### src/rtl/rr_arb_pkg.sv
// Shared types and helpers for the round-robin stream mergers.
// beat_t is the default-width view of one output beat (id, last flag, payload).
package rr_arb_pkg;

   typedef enum logic {ARB, LOCK} arb_state_e;

   function automatic int idw(input int n);
      return (n <= 1) ? 1 : $clog2(n);
   endfunction

   localparam int DEF_N_IN       = 4;
   localparam int DEF_DATA_WIDTH = 32;
   localparam int DEF_IDW        = idw(DEF_N_IN);

   typedef struct packed {
      logic [DEF_IDW-1:0]        id;
      logic                      last;
      logic [DEF_DATA_WIDTH-1:0] data;
   } beat_t;

endpackage

### src/rtl/rr_pick.sv
// Combinational round-robin picker: lowest requester at or above ptr wins, else the lowest below it.
module rr_pick
   import rr_arb_pkg::*;
#(
   parameter int N  = DEF_N_IN,
   parameter int IW = idw(N)
) (
   input  logic [N-1:0]  req,
   input  logic [IW-1:0] ptr,
   output logic          gnt_valid,
   output logic [IW-1:0] gnt_idx
);

   logic          hi_valid;
   logic          lo_valid;
   logic [IW-1:0] hi_idx;
   logic [IW-1:0] lo_idx;

   // Descending scan so the last hit in each half is its lowest index.
   always_comb begin
      hi_valid = 1'b0;
      lo_valid = 1'b0;
      hi_idx   = '0;
      lo_idx   = '0;
      for (int i = N - 1; i >= 0; i--) begin
         if (req[i]) begin
            if (IW'(i) >= ptr) begin
               hi_valid = 1'b1;
               hi_idx   = IW'(i);
            end else begin
               lo_valid = 1'b1;
               lo_idx   = IW'(i);
            end
         end
      end
      gnt_valid = hi_valid || lo_valid;
      gnt_idx   = hi_valid ? hi_idx : lo_idx;
   end

endmodule

### src/rtl/transkidbuf.sv
// Two-entry skid buffer: registered output, one overflow slot that catches the beat in flight during a stall.
// empty_next tells the owner whether both slots will be empty after the coming clock edge.
module transkidbuf #(
   parameter int WIDTH      = 8,
   parameter bit PASS_STALL = 1'b0
) (
   input  logic             clk,
   input  logic             rstn,
   input  logic             in_valid,
   input  logic [WIDTH-1:0] in_data,
   output logic             in_ready,
   output logic             out_valid,
   output logic [WIDTH-1:0] out_data,
   input  logic             out_ready,
   output logic             empty_next
);

   logic             skid_valid;
   logic [WIDTH-1:0] skid_data;
   logic             load;
   logic             push;

   assign in_ready   = !skid_valid || (PASS_STALL && out_ready);
   assign load       = !out_valid || out_ready;
   assign push       = in_valid && in_ready;
   assign empty_next = !(!load || skid_valid || push)
                       && !(load ? (skid_valid && push) : (skid_valid || push));

   // The skid slot always drains into the output register before new data does, preserving order.
   always_ff @(posedge clk) begin
      if (!rstn) begin
         out_valid  <= 1'b0;
         out_data   <= '0;
         skid_valid <= 1'b0;
         skid_data  <= '0;
      end else if (load) begin
         if (skid_valid) begin
            out_valid  <= 1'b1;
            out_data   <= skid_data;
            skid_valid <= push;
            if (push) skid_data <= in_data;
         end else begin
            out_valid <= push;
            if (push) out_data <= in_data;
         end
      end else if (push) begin
         skid_valid <= 1'b1;
         skid_data  <= in_data;
      end
   end

endmodule

### src/rtl/rr_stream_arbiter.sv
// Round-robin merger of N_IN packetised valid/ready streams into one registered output stream.
// A grant stays locked on its input until the packet's last beat is accepted.
module rr_stream_arbiter
   import rr_arb_pkg::*;
#(
   parameter int N_IN       = DEF_N_IN,
   parameter int DATA_WIDTH = DEF_DATA_WIDTH,
   parameter int IDW        = idw(N_IN)
) (
   input  logic                       clk,
   input  logic                       rstn,
   input  logic                       arb_en,
   input  logic [N_IN-1:0]            in_valid,
   input  logic [N_IN-1:0]            in_last,
   input  logic [N_IN*DATA_WIDTH-1:0] in_data,
   output logic [N_IN-1:0]            in_ready,
   output logic                       out_valid,
   output logic [DATA_WIDTH-1:0]      out_data,
   output logic                       out_last,
   output logic [IDW-1:0]             out_id,
   input  logic                       out_ready,
   output logic                       quiesced
);

   typedef struct packed {
      logic [IDW-1:0]        id;
      logic                  last;
      logic [DATA_WIDTH-1:0] data;
   } beat_w_t;

   arb_state_e            state, state_next;
   logic [IDW-1:0]        ptr, ptr_next;
   logic [IDW-1:0]        lock_idx, lock_idx_next;
   logic [IDW-1:0]        g;
   logic [IDW-1:0]        pick_idx;
   logic                  pick_valid;
   logic                  granted;
   logic                  accept;
   logic                  skid_ready;
   logic                  skid_empty_next;
   logic [DATA_WIDTH-1:0] in_words [N_IN];
   beat_w_t               beat_in;
   beat_w_t               beat_out;

   rr_pick #(.N(N_IN), .IW(IDW)) u_pick (
      .req       (in_valid & {N_IN{arb_en}}),
      .ptr       (ptr),
      .gnt_valid (pick_valid),
      .gnt_idx   (pick_idx)
   );

   always_comb begin
      for (int i = 0; i < N_IN; i++) begin
         in_words[i] = in_data[i*DATA_WIDTH +: DATA_WIDTH];
      end
   end

   // Grant selection, handshake and next-state; ready is suppressed while reset is asserted.
   always_comb begin
      state_next    = state;
      ptr_next      = ptr;
      lock_idx_next = lock_idx;
      granted       = 1'b0;
      g             = lock_idx;
      case (state)
         ARB: begin
            granted = pick_valid;
            g       = pick_idx;
         end
         LOCK: begin
            granted = 1'b1;
            g       = lock_idx;
         end
         default: ;
      endcase
      granted = granted && rstn;
      accept  = granted && in_valid[g] && skid_ready;
      if (accept) begin
         if (in_last[g]) begin
            state_next = ARB;
            ptr_next   = (g == IDW'(N_IN - 1)) ? '0 : g + 1'b1;
         end else begin
            state_next    = LOCK;
            lock_idx_next = g;
         end
      end
      for (int i = 0; i < N_IN; i++) begin
         in_ready[i] = granted && skid_ready && (g == IDW'(i));
      end
   end

   always_ff @(posedge clk) begin
      if (!rstn) begin
         state    <= ARB;
         ptr      <= '0;
         lock_idx <= '0;
         quiesced <= 1'b0;
      end else begin
         state    <= state_next;
         ptr      <= ptr_next;
         lock_idx <= lock_idx_next;
         quiesced <= !arb_en && (state_next == ARB) && skid_empty_next;
      end
   end

   assign beat_in.id   = g;
   assign beat_in.last = in_last[g];
   assign beat_in.data = in_words[g];

   transkidbuf #(.WIDTH(DATA_WIDTH + 1 + IDW), .PASS_STALL(1'b0)) u_skid (
      .clk        (clk),
      .rstn       (rstn),
      .in_valid   (accept),
      .in_data    (beat_in),
      .in_ready   (skid_ready),
      .out_valid  (out_valid),
      .out_data   (beat_out),
      .out_ready  (out_ready),
      .empty_next (skid_empty_next)
   );

   assign out_id   = beat_out.id;
   assign out_last = beat_out.last;
   assign out_data = beat_out.data;

endmodule

### config.mk
export PLATFORM = sky130hd
export DESIGN_NAME = rr_stream_arbiter
export DESIGN_NICKNAME = d
export VERILOG_FILES = /design/src/rtl/rr_arb_pkg.sv /design/src/rtl/rr_pick.sv /design/src/rtl/transkidbuf.sv /design/src/rtl/rr_stream_arbiter.sv
export SDC_FILE = /design/constraint.sdc
export NUM_CORES = 1
export LEC_CHECK = 0
export ABC_AREA = 0
export CAP_MARGIN = 0
export CORE_UTILIZATION = 60
export CTS_CLUSTER_DIAMETER = 60
export DETAILED_ROUTE_END_ITERATION = 10
export DONT_BUFFER_PORTS = 1
export GPL_TIMING_DRIVEN = 0
export PLACE_DENSITY = 0.76
export SYNTH_ARGS = -nofsm -noshare
export SYNTH_HDL_FRONTEND = slang
export SYNTH_SLANG_ARGS = --single-unit
### constraint.sdc
create_clock -name clk -period 2.7 [get_ports clk]
set_clock_uncertainty 0.05 [all_clocks]
set_input_delay 0 -clock clk [delete_from_list [all_inputs] [get_ports clk]]
set_output_delay 0 -clock clk [all_outputs]
set_load 0.01 [all_outputs]
# After elaboration in Yosys (flattened, before gate mapping)
# Index checks and enable logic that the tools add are counted.
# word_totals
reg_bits,78
in_bits,140
wordCells,109
# classes
addsub,1
n_lt_le_gt_ge,6
n_eq_ne,4
mux,55
bitwise,5
reduce_logical,30
# op_table
operator,count
35-bit two-way mux,5
32-bit binary-select mux with 2-bit select,1
32-bit two-way mux,2
2-bit two-way mux,18
1-bit two-way mux,25
1-bit logical AND,13
1-bit logical NOT,6
2-bit AND reduction,3
1-bit logical OR,5
4-bit bitwise AND,1
1-bit binary-select mux with 2-bit select,2
"2-bit equality test, second input constant",2
"1-bit by 2-bit >= comparator with 1-bit output, first input constant",2
"2-bit >= comparator, first input constant",2
2-bit case mux with 2 select lines,1
2-bit nonzero test,2
"3-bit >= comparator, second input constant",1
"2-bit by 3-bit < comparator with 1-bit output, second input constant",1
1-bit NOT,3
2-bit NOT with 3-bit output,1
"2-bit by 1-bit adder with 2-bit output, second input constant",1
"2-bit by 1-bit equality test with 1-bit output, second input constant",1
2-bit logical NOT,1
"2-bit by 1-bit != test with 1-bit output, second input constant",1
1-bit case mux with 2 select lines,1

# Longest topological paths before layout
# depth
ltp_word,21
depth_mapped,11

# Modules after synthesis
# A second synthesis with hierarchy kept.
# unflattened
hier_cells,606
hier_area_um2,4658.2
# by_module_without_submodules
module,n_inst,cells_each,area_each_um2,seq_area_each_um2
transkidbuf,1,324,3081.7,1441.4
rr_stream_arbiter,1,267,1498.9,120.1
rr_pick,1,15,77.6,0.0

# Worst setup path before layout
# OpenSTA, ideal clock, no wires.
# synth_timing
kind,register to register
from,register ptr[1]
to,register u_skid.out_data[28]
setup_time_ps,85
arrival_time_ps,2175
required_ps,2565
slack_ps,390
stages_incl_launch_ff,12
n_path_buf,3
period_less_slack_ps,2310
path_cell_list,dfxtp_1 nand2b_1 a22o_1 buf_6 o21a_1 nor2_2 clkinv_2 buf_12 buf_12 mux2i_1 a221o_1 o31ai_2
# synth_between
elab_chain_len,18
word_cells_on_any_way,54
# synth_lines
item,line,source
from (decl),rr_stream_arbiter.sv:32,"logic [IDW-1:0] ptr, ptr_next;"
from (signal assigned),rr_stream_arbiter.sv:100,ptr <= ptr_next;
2-bit >= comparator,rr_pick.sv:27,if (IW'(i) >= ptr) begin
2-bit two-way mux / 1-bit two-way mux (equally long branches),rr_pick.sv:27,
2-bit two-way mux / 1-bit two-way mux (equally long branches),rr_pick.sv:26,if (req[i]) begin
2-bit two-way mux / 1-bit two-way mux (equally long branches),rr_pick.sv:27,
2-bit two-way mux / 1-bit two-way mux (equally long branches),rr_pick.sv:26,
2-bit two-way mux / 1-bit two-way mux (equally long branches),rr_pick.sv:27,
2-bit two-way mux / 1-bit two-way mux (equally long branches),rr_pick.sv:26,
2-bit two-way mux / 1-bit two-way mux (equally long branches),rr_pick.sv:27,
2-bit two-way mux / 1-bit two-way mux (equally long branches),rr_pick.sv:26,
2-bit two-way mux,rr_pick.sv:37,gnt_idx = hi_valid ? hi_idx : lo_idx;
2-bit case mux with 2 select lines,rr_stream_arbiter.sv:65,case (state)
1-bit binary-select mux with 2-bit select,rr_stream_arbiter.sv:77,accept = granted && in_valid[g] && skid_ready;
1-bit two-way mux (not written as such),rr_stream_arbiter.sv:77,
1-bit logical AND (2 in series),rr_stream_arbiter.sv:77,
1-bit logical AND,transkidbuf.sv:25,assign push = in_valid && in_ready;
2-bit nonzero test (no line),--,
2-bit AND reduction (no line),--,
to (signal assigned),transkidbuf.sv:39,out_data <= skid_data;
to (signal assigned),transkidbuf.sv:44,if (push) out_data <= in_data;
to (decl),transkidbuf.sv:13,"output logic [WIDTH-1:0] out_data,"
# Several ways; a longest one is shown, not always the timed one. The select of a mux whose other input is x is not followed.
# A chain may end at the register's enable or synchronous reset.

==> metrics <==
Synth Area in Adders 1.005%; clock buffer depth 2; I/O Pins 181; worst-margin pin slew 729.4 ps; initial core utilization 63.15%; routed via count 4,201; WHS 5.578 ps; count of pins over their slew limit 0; core area 0.007888 sq mm; most common cell after layout, fill and taps aside dfxtp_1; syn nets 658; Slew HR 51.37%; die area 0.008670 sq mm; layout cells sized above 1 22.68%; RD Place Congestion 0.9208; Die Span Y 93.12 um; Required @ worst endpoint 2900 ps; hpwl dp 9760 um; Max Fanout on Critical Path 9; Routed WL per cell 20.54 um; RSZ-0062 raised after global routing no; Area Growth Syn to Fin 8.892%; Cell variety after synth 49; DRT iter0 DRCs 236; worst vdd ir 0.4603 mV; placed cells 616; async set or reset register ratio after synthesis 0%; initial antenna violation count 0; root buffer cell clkbuf_8; GRT Total Usage 29.82%; status complete, no violations; Place WS -109.8 ps; sequential element share of the synthesized area 31.35%; P per Cell Area 777.7 mW/mm^2; achievable frequency 0.3962 GHz; Synth Area in Compound Gates 23.46%; fin nets 677; mux cell area share after synthesis 21.10%; post-route insts no fill 640; Final Cycle Share 93.48%; first-pass GRT wire length 20,120 um; maxcap violations 0; Final WS setup 176.0 ps; worst-skew pair later-pin latency 350 ps; CP endpoint kind flop; Mapped Area 0.004981 sq mm; Hold Fails Final Rpt 0; Clk pin slew, worst setup/hold paths 80 ps; largest net degree at the start of global routing 14; input/output buffers 0; WS Path Type reg2reg; Core Util, Final 68.77%; antenna viol nets, final 0; Synth warnings 0; drt total wl 13,150 um; Die X 93.12 um; Antenna diodes 0; synthesized flop and latch total 78; Mapped Cells 514; DRT Pass-1 Iters 5; row cnt 32; via-per-instance ratio 6.564; xor and xnor area share after synthesis 0%; syn avg cell area 9.691 sq um; prevailing post-synth register cell dfxtp_1; # setup viols final 0; Post-Synth Simple-Gate Area 16.30%; H-tree Lvls 3; Num CTS Buffers 9; minimum clock period 2524 ps; Worst EP arrival 2720 ps; CP Launch Type flop; # DRC 0; CTS tree yes; gr ovfl total 0; vias in the first global route 3,998; clock sink count 78; largest family of logic cells by synthesized area compound AO/OA/AOI/OAI gates; commonest cells after routing, fill and taps aside 77 x dfxtp_1, 75 x nand3_1, 69 x mux2i_1; Hold Path Class in2reg; Post-synth EDFFs 0; leak pwr 0.002012 uW
[synthesized netlist by cell type (3+ instances only)]
cell type / count / area [sq um]
ha_1: 4 / 50.05
o211ai_1: 3 / 22.52
buf_6: 9 / 101.4
buf_4: 4 / 30.03
nand2_1: 12 / 45.04
o21a_1: 3 / 22.52
mux2i_1: 69 / 690.7
mux2_2: 32 / 360.4
nand3_1: 75 / 375.4
nor2_1: 6 / 22.52
nand4_1: 3 / 18.77
a21oi_1: 3 / 15.01
a221o_1: 32 / 320.3
dfxtp_1: 78 / 1562
o21ai_1: 33 / 165.2
nand2b_1: 5 / 31.28
clkbuf_1: 26 / 97.59
and2_1: 5 / 31.28
buf_1: 4 / 15.01
o31ai_2: 35 / 437.9
nor2b_1: 33 / 206.5
o21ai_0: 6 / 30.03
buf_12: 3 / 60.06
inv_1: 3 / 11.26
[where the power goes]
part           internal [uW]  switching, uW  leakage (uW)
Clock                    520            442      0.000106
Combinational            800            966       0.00127
Sequential              1310            176      0.000634
Total                   2630           1580       0.00201
[cells by family after synthesis]
family                     count (synthesis)
DFF                                       78
buffers and inverters                     54
and+or+nand+nor                          148
adders and majority gates                  4
muxes                                    101
AOI/OAI and AO/OA                        129
[worst max-delay path, stage by stage (launching register included)]
cell and delay (ps):
dfxtp_2 360, nand2b_1 170, a22o_1 250, buf_6 140, a32o_2 290, inv_2 140
nor4b_1 70, a31oi_1 360, nand2b_1 250, a2111oi_2 340
[cell type report]
| cell class | count | area (sq um) |
|---|---|---|
| Fill cell | 630 | 2464 |
| Sequential cell | 78 | 1563 |
| Clock inverter | 6 | 86.33 |
| Multi-Input combinational cell | 382 | 3100 |
| Clock buffer | 10 | 127.6 |
| Inverter | 6 | 23.77 |
| Buffer | 48 | 325.3 |
| Tap cell | 102 | 127.6 |
| Timing Repair Buffer | 8 | 70.07 |
[layer usage]
layer  vias up  GRT usage (%)  wire length [um]
met5         -              0                 0
met4         0          6.795               165
met3        12          7.724               937
met2       177          50.80              6639
met1      2016          37.69              5402
li1       1996              -                 -
[state kept, by name, summed over array words and instances, names as in the netlist]
register,flops
state,1
u_skid.skid_valid,1
quiesced,1
lock_idx,2
ptr,2
u_skid.skid_data,35
u_skid.out_data,35
u_skid.out_valid,1
[final timing paths]
kind / startpoint / endpoint / slack [ps] / depth (start not counted)
min: in_data[18] / u_skid.skid_data[18] / 6 / 3
max: ptr[1] / quiesced / 180 / 9
min reg2reg: u_skid.skid_data[13] / u_skid.skid_data[13] / 410 / 2
max reg2reg: ptr[1] / quiesced / 180 / 9
[metrics by stage]
step                TNS, ps  power (uW)  instance area [sq um]
finish                    0        4218                   5424
global placement     -38.46        3188                   5109
detailed placement    -1192        3232                   5109
global route              0        4420                   5424
floorplan                 0        2864                   4981
CTS                       0        4174                   5365
[repair_timing]
item / 4_1_cts / 5_1_grt
hold buffers: 4 / 0
endpoints found under the setup margin: 20 / 74
pin swaps: 0 / 3
hold endpoints to repair: 5 / 0
gates resized for setup: 2 / 14
buffers inserted: 0 / 4
No activity file was read; power rests on OpenSTA's default activity.
